**src/rtl/vga_timing_pkg.sv**
```systemverilog
// Shared constants and helpers for the VGA raster timing generator.
// Holds the 640x480@60 default timing, derived totals, sync window helpers
// and the sync polarity helper.
package vga_timing_pkg;

    // Position counters are 10 bits, so a line or frame may be at most 1024 long.
    localparam int POS_W     = 10;
    localparam int MAX_TOTAL = 1 << POS_W;

    typedef logic [POS_W-1:0] pos_t;
    typedef logic [POS_W:0]   pos_ext_t;

    // 640x480@60 timing (800x525 total).
    localparam int DEF_H_ACTIVE = 640;
    localparam int DEF_H_FP     = 16;
    localparam int DEF_H_SYNC   = 96;
    localparam int DEF_H_BP     = 48;
    localparam int DEF_V_ACTIVE = 480;
    localparam int DEF_V_FP     = 10;
    localparam int DEF_V_SYNC   = 2;
    localparam int DEF_V_BP     = 33;

    localparam int DEF_H_TOTAL = DEF_H_ACTIVE + DEF_H_FP + DEF_H_SYNC + DEF_H_BP;
    localparam int DEF_V_TOTAL = DEF_V_ACTIVE + DEF_V_FP + DEF_V_SYNC + DEF_V_BP;

    // Total period of one axis: active + front porch + sync + back porch.
    function automatic int axis_total(input int active, input int fp, input int sync_w, input int bp);
        return active + fp + sync_w + bp;
    endfunction

    // First position of the sync pulse.
    function automatic int sync_start(input int active, input int fp);
        return active + fp;
    endfunction

    // Last position of the sync pulse (inclusive).
    function automatic int sync_end(input int active, input int fp, input int sync_w);
        return active + fp + sync_w - 1;
    endfunction

    // Converts a logical "sync asserted" flag into the pin level.
    function automatic logic sync_level(input logic asserted, input logic neg);
        return asserted ^ neg;
    endfunction

endpackage

```
**src/rtl/vga_timing_gen_wrap_counter.sv**
```systemverilog
// Modulo counter used for both raster axes: advances on inc and returns to
// zero after LAST. count_next exposes the value the register takes on the
// coming edge so downstream decode can be registered in step with the count.
module wrap_counter #(
    parameter int WIDTH = 10,
    parameter int LAST  = 799
) (
    input  logic             clk,
    input  logic             reset,
    input  logic             inc,
    output logic [WIDTH-1:0] count,
    output logic [WIDTH-1:0] count_next,
    output logic             wrap
);

    localparam logic [WIDTH-1:0] LAST_V = WIDTH'(LAST);

    // Next value: wrap at the terminal value, otherwise step when enabled.
    always_comb begin
        wrap       = inc && (count == LAST_V);
        count_next = count;
        if (wrap) begin
            count_next = '0;
        end else if (inc) begin
            count_next = count + 1'b1;
        end
    end

    // Count register with synchronous reset to zero.
    always_ff @(posedge clk) begin
        if (reset) begin
            count <= '0;
        end else begin
            count <= count_next;
        end
    end

endmodule

```
**src/rtl/vga_timing_gen.sv**
```systemverilog
// VGA raster timing generator: pixel position, syncs, active-video flag and
// line/frame strobes, all registered and describing the same pixel.
// Optional feature: define VGA_TIMING_FRAME_CNT_EN to add the 8-bit frame
// counter output `frame`.
module vga_timing_gen
    import vga_timing_pkg::*;
#(
    parameter int H_ACTIVE = DEF_H_ACTIVE,
    parameter int H_FP     = DEF_H_FP,
    parameter int H_SYNC   = DEF_H_SYNC,
    parameter int H_BP     = DEF_H_BP,
    parameter int V_ACTIVE = DEF_V_ACTIVE,
    parameter int V_FP     = DEF_V_FP,
    parameter int V_SYNC   = DEF_V_SYNC,
    parameter int V_BP     = DEF_V_BP,
    parameter bit SYNC_NEG = 1'b1
) (
    input  logic       clk,
    input  logic       reset,
    input  logic       ce,
    output pos_t       x_px,
    output pos_t       y_px,
    output logic       hsync,
    output logic       vsync,
    output logic       activevideo,
    output logic       line_start,
    output logic       frame_start
`ifdef VGA_TIMING_FRAME_CNT_EN
    ,
    output logic [7:0] frame
`endif
);

    localparam int H_TOTAL = axis_total(H_ACTIVE, H_FP, H_SYNC, H_BP);
    localparam int V_TOTAL = axis_total(V_ACTIVE, V_FP, V_SYNC, V_BP);

    if (H_TOTAL > MAX_TOTAL || V_TOTAL > MAX_TOTAL) begin : g_bad_total
        $error("vga_timing_gen: H_TOTAL and V_TOTAL must not exceed 1024");
    end

    localparam pos_t     HS_START = pos_t'(sync_start(H_ACTIVE, H_FP));
    localparam pos_t     HS_END   = pos_t'(sync_end(H_ACTIVE, H_FP, H_SYNC));
    localparam pos_t     VS_START = pos_t'(sync_start(V_ACTIVE, V_FP));
    localparam pos_t     VS_END   = pos_t'(sync_end(V_ACTIVE, V_FP, V_SYNC));
    // Active limits use one extra bit so an active width of 1024 still compares correctly.
    localparam pos_ext_t H_ACT_X  = pos_ext_t'(H_ACTIVE);
    localparam pos_ext_t V_ACT_X  = pos_ext_t'(V_ACTIVE);

    pos_t x_next;
    pos_t y_next;
    logic h_wrap;
    logic v_wrap;
    logic hs_on;
    logic vs_on;
    logic av_on;

    wrap_counter #(
        .WIDTH (POS_W),
        .LAST  (H_TOTAL - 1)
    ) u_h_cnt (
        .clk        (clk),
        .reset      (reset),
        .inc        (ce),
        .count      (x_px),
        .count_next (x_next),
        .wrap       (h_wrap)
    );

    // The vertical axis steps only when a line completes.
    wrap_counter #(
        .WIDTH (POS_W),
        .LAST  (V_TOTAL - 1)
    ) u_v_cnt (
        .clk        (clk),
        .reset      (reset),
        .inc        (h_wrap),
        .count      (y_px),
        .count_next (y_next),
        .wrap       (v_wrap)
    );

    // Decode of the pixel the counters move to on this edge.
    always_comb begin
        hs_on = (x_next >= HS_START) && (x_next <= HS_END);
        vs_on = (y_next >= VS_START) && (y_next <= VS_END);
        av_on = ({1'b0, x_next} < H_ACT_X) && ({1'b0, y_next} < V_ACT_X);
    end

    // Decode registers; strobes come from the wrap events, since with ce high
    // the position reaches x=0 only through a line wrap and (0,0) only through
    // a frame wrap. With ce low everything holds, strobes included.
    always_ff @(posedge clk) begin
        if (reset) begin
            hsync       <= sync_level(1'b0, SYNC_NEG);
            vsync       <= sync_level(1'b0, SYNC_NEG);
            activevideo <= 1'b1;
            line_start  <= 1'b1;
            frame_start <= 1'b1;
        end else if (ce) begin
            hsync       <= sync_level(hs_on, SYNC_NEG);
            vsync       <= sync_level(vs_on, SYNC_NEG);
            activevideo <= av_on;
            line_start  <= h_wrap;
            frame_start <= v_wrap;
        end
    end

`ifdef VGA_TIMING_FRAME_CNT_EN
    // Frame counter: steps on each (H_TOTAL-1, V_TOTAL-1) -> (0,0) transition.
    always_ff @(posedge clk) begin
        if (reset) begin
            frame <= '0;
        end else if (v_wrap) begin
            frame <= frame + 8'd1;
        end
    end
`endif

endmodule

```
**config.mk**
```make
export PLATFORM = sky130hd
export DESIGN_NAME = vga_timing_gen
export DESIGN_NICKNAME = d
export VERILOG_FILES = /design/src/rtl/vga_timing_pkg.sv /design/src/rtl/vga_timing_gen_wrap_counter.sv /design/src/rtl/vga_timing_gen.sv
export SDC_FILE = /design/constraint.sdc
export NUM_CORES = 1
export LEC_CHECK = 0
export BUFFER_PORTS_ARGS = -buffer_cell sky130_fd_sc_hd__buf_2
export CAP_MARGIN = 5
export CORE_UTILIZATION = 57
export DETAILED_ROUTE_END_ITERATION = 8
export MAX_ROUTING_LAYER = met4
export PLACE_DENSITY = 0.83
export SYNTH_ARGS = -nofsm -noshare
export SYNTH_HDL_FRONTEND = slang
export SYNTH_HIERARCHICAL = 1
export SYNTH_SLANG_ARGS = --single-unit
```
**constraint.sdc**
```tcl
create_clock -name clk -period 5 [get_ports clk]
set_clock_uncertainty 0.2 [all_clocks]
set_input_delay 1 -clock clk [delete_from_list [all_inputs] [get_ports clk]]
set_output_delay 1 -clock clk [all_outputs]
set_load 0.01 [all_outputs]
```
==> summary by stage <==
Clock tree
The clock edge transition at the registers on the reported setup and hold paths is 0.14 ns. The post-CTS resize count is 0. The buffer count from post-CTS setup fixing is 0. The level count of the clock H-tree is 1. For this design, the CTS-stage hold fixing added 0 buffers.

TritonCTS built the clock tree. The clock passes through at most 2 buffers. The insertion delay of the later-clocked pin in the worst-skew pair is 0.31 ns. The tree is rooted in a clkbuf_4.

Clock tree synthesis inserted a total of 3 buffers. The clock drives 25 sinks.

Detailed routing
After detailed routing, the met2 layer carries 1300 µm of wire. The first detailed-routing pass took 4 iterations. The via density per instance is 5.89.

After detailed routing, no signal wire sits above met4. Detailed routing placed a total of 111 µm of wire on met3. The number of nets with antenna violations after detailed routing is 0. The count of routing violations after the opening detailed-route iteration is 15. In the final routed layout, each cell accounts on average for 13.5 µm.

Wires add up to 2700 µm. The remaining routing DRC violations is 0. The met1 routed wirelength after detailed routing is 1270 µm. The routed layout has 1177 vias.

Run
The total of max-cap violations is 0.

Setup path
Along the worst path, the maximum fanout reaches 15. The worst setup path is captured at a register. The critical path is of the in2reg type. Broken down by cell family, the worst path's largest delay share belongs to simple AND/OR/NAND/NOR gates. For this run, the slowest stage of the critical path takes 0.56 ns. STA puts the critical path data required time at 5.02 ns. The cell with the biggest individual delay on the critical path is or4b_4. The data arrival time at the worst-slack endpoint is 3.58 ns. The critical path's most frequent cell is nand4_1. The critical path contains buffers and inverters numbering 2 combined. The startpoint kind of the worst setup timing path is an input pin. The critical path goes through buf_2 > nand4_1 > nor3_2 > buf_4 > nand4_4 > or4b_4 > nand2_1 > nand4_1 > nor4_2 > o21bai_1.

Timing
Headroom to the max-slew limit came out at 64.5%. The number of endpoints with negative hold slack in the final report is 0. The transition time of the tightest slew-check pin is around 0.53 ns. The smallest clock period supported by the final layout is computed as 3.56 ns. The count of pins over their slew limit is 0.

After layout, the worst setup slack is 1.44 ns. The setup TNS after final layout is 0 ns. Setup violations remaining at the end of the flow were counted as 0. The share of the clock period used by the worst path is a little under three quarters. Setup repair after global routing left no endpoint under its margin. The fmax is 281 MHz.

Finish
The antenna diode count is 0. The net count of the finished layout is about 180. Compared with the post-synthesis result, the final layout area differs by 12.8%. The share of post-route cells with drive strength above 1 is 27.3%. The post-route cell area is roughly 0.0015 mm².

The register cell area after layout is roughly 500 µm². Counting the fill cells in the layout gives ~210. Summing all multi-input logic gate instances after layout gives 785 µm².

The utilization after layout is 67.9%.

Yosys
After synthesis the cells add up to approximately 0.0013 mm². The post-synthesis instance total is between 100 and 150. The average cell area after synthesis is between 9 and 10 µm². The synthesis warning total is 6. The post-synthesis net count is 152.

GRT
Entering global routing, the biggest net connects 29 pins. The global-route wire length before repair is 4820 µm. The total congestion overflow after global routing is 0.

The via count of the first global-routing pass is 1085. The overall track demand over capacity in global routing is around a quarter. The initial antenna violation count is 0.

Placed design
The post-detailed-placement cell area is 0.00147 mm². The final weighted congestion of routability-driven global placement is 0.831. The post-place setup slack is 1.11 ns. Detailed placement finished with a half-perimeter wire length of 2000 µm.

Buffers placed on the I/O ports in this run total 27.

Floorplan
The width of the die is a little over 50 µm. The initial utilization of the core area, before any placement, comes to 60.2%. The area enclosed by the die boundary is 0.00253 mm². The placeable core area is 0.00221 mm².

The floorplan row count is 17. The height of the die is between 50 and 60 µm. The number of top-level pins is 28.

Pwr
The worst ir drop on vdd is 0.000182 V. Power spread over the standard cell area amounts to ~210 mW/mm². Summed over all cells, the static leakage comes to 0.000633 µW. The total power draw is 318 µW.

Min path
The type of the most critical hold path is reg2reg.

Run status
The run finished with clean final reports.
==> placed cells by master (no fill, tap or decap), types with 3 or more instances in the layout <==
cell       n
a21oi_1    6
o21ai_0    6
dfxtp_1   25
xnor2_1    4
ha_1       3
nor3_1    12
nand3_1    3
nand2_1   15
or3_1      4
inv_1      3
nor2b_1    6
xor2_1     6
nand4b_1   3
nand4_1    7
a211oi_2   3
buf_2     27
clkbuf_4   3
nor2_1     8
==> final cells by class <==
class / count / area share (%)
inverter: 3 / 0.750
sequential: 25 / 33.3
clock inverter: 1 / 0.333
timing repair buffer: 28 / 9.50
clock buffer: 3 / 1.50
tap: 28 / 2.33
multi-input combinational: 112 / 52.2
==> flip-flops by register name, indices dropped and copies added (netlist names) <==
signal	count
line_start	1
activevideo	1
frame_start	1
vsync	1
hsync	1
u_h_cnt/count	10
u_v_cnt/count	10
==> path summary, 6_finish.rpt <==
| check | cells after the start | from | slack, ns | to |
|---|---|---|---|---|
| setup / recovery | 10 | ce | 1.44 | vsync |
| hold / removal | 2 | activevideo | 0.29 | activevideo |
| setup reg to reg | 10 | u_h_cnt/count[0] | 1.78 | vsync |
| hold reg to reg | 2 | activevideo | 0.29 | activevideo |
==> power breakdown <==
part | total, µW | internal [µW] | switching, µW | leakage (µW)
registers | 208 | 203 | 4.46 | 0.000203
logic | 22.6 | 9.22 | 13.3 | 0.000412
clock network | 88.1 | 29.8 | 58.3 | 0.0000177
==> metrics by stage <==
stage               cells  hold WS [ns]
floorplan             146         0.303
global placement      196         0.249
detailed placement    196         0.259
CTS                   200         0.291
global route          200         0.316
finish                200         0.290
==> worst reg2reg max path: stages (launching register included) <==
cell	delay, ns
dfxtp_1	0.46
ha_1	0.21
nand4_1	0.26
nor3_2	0.46
buf_4	0.25
nand4_4	0.15
or4b_4	0.56
nand2_1	0.08
nand4_1	0.14
nor4_2	0.27
o21bai_1	0.08
==> metal layers <==
layer  vias up  GRT usage, %
li1        590             -
met1       552          30.9
met2        31          41.3
met3         4          3.03
met4         0          10.2
met5         -             -
Power figures use the tool's default switching activity.
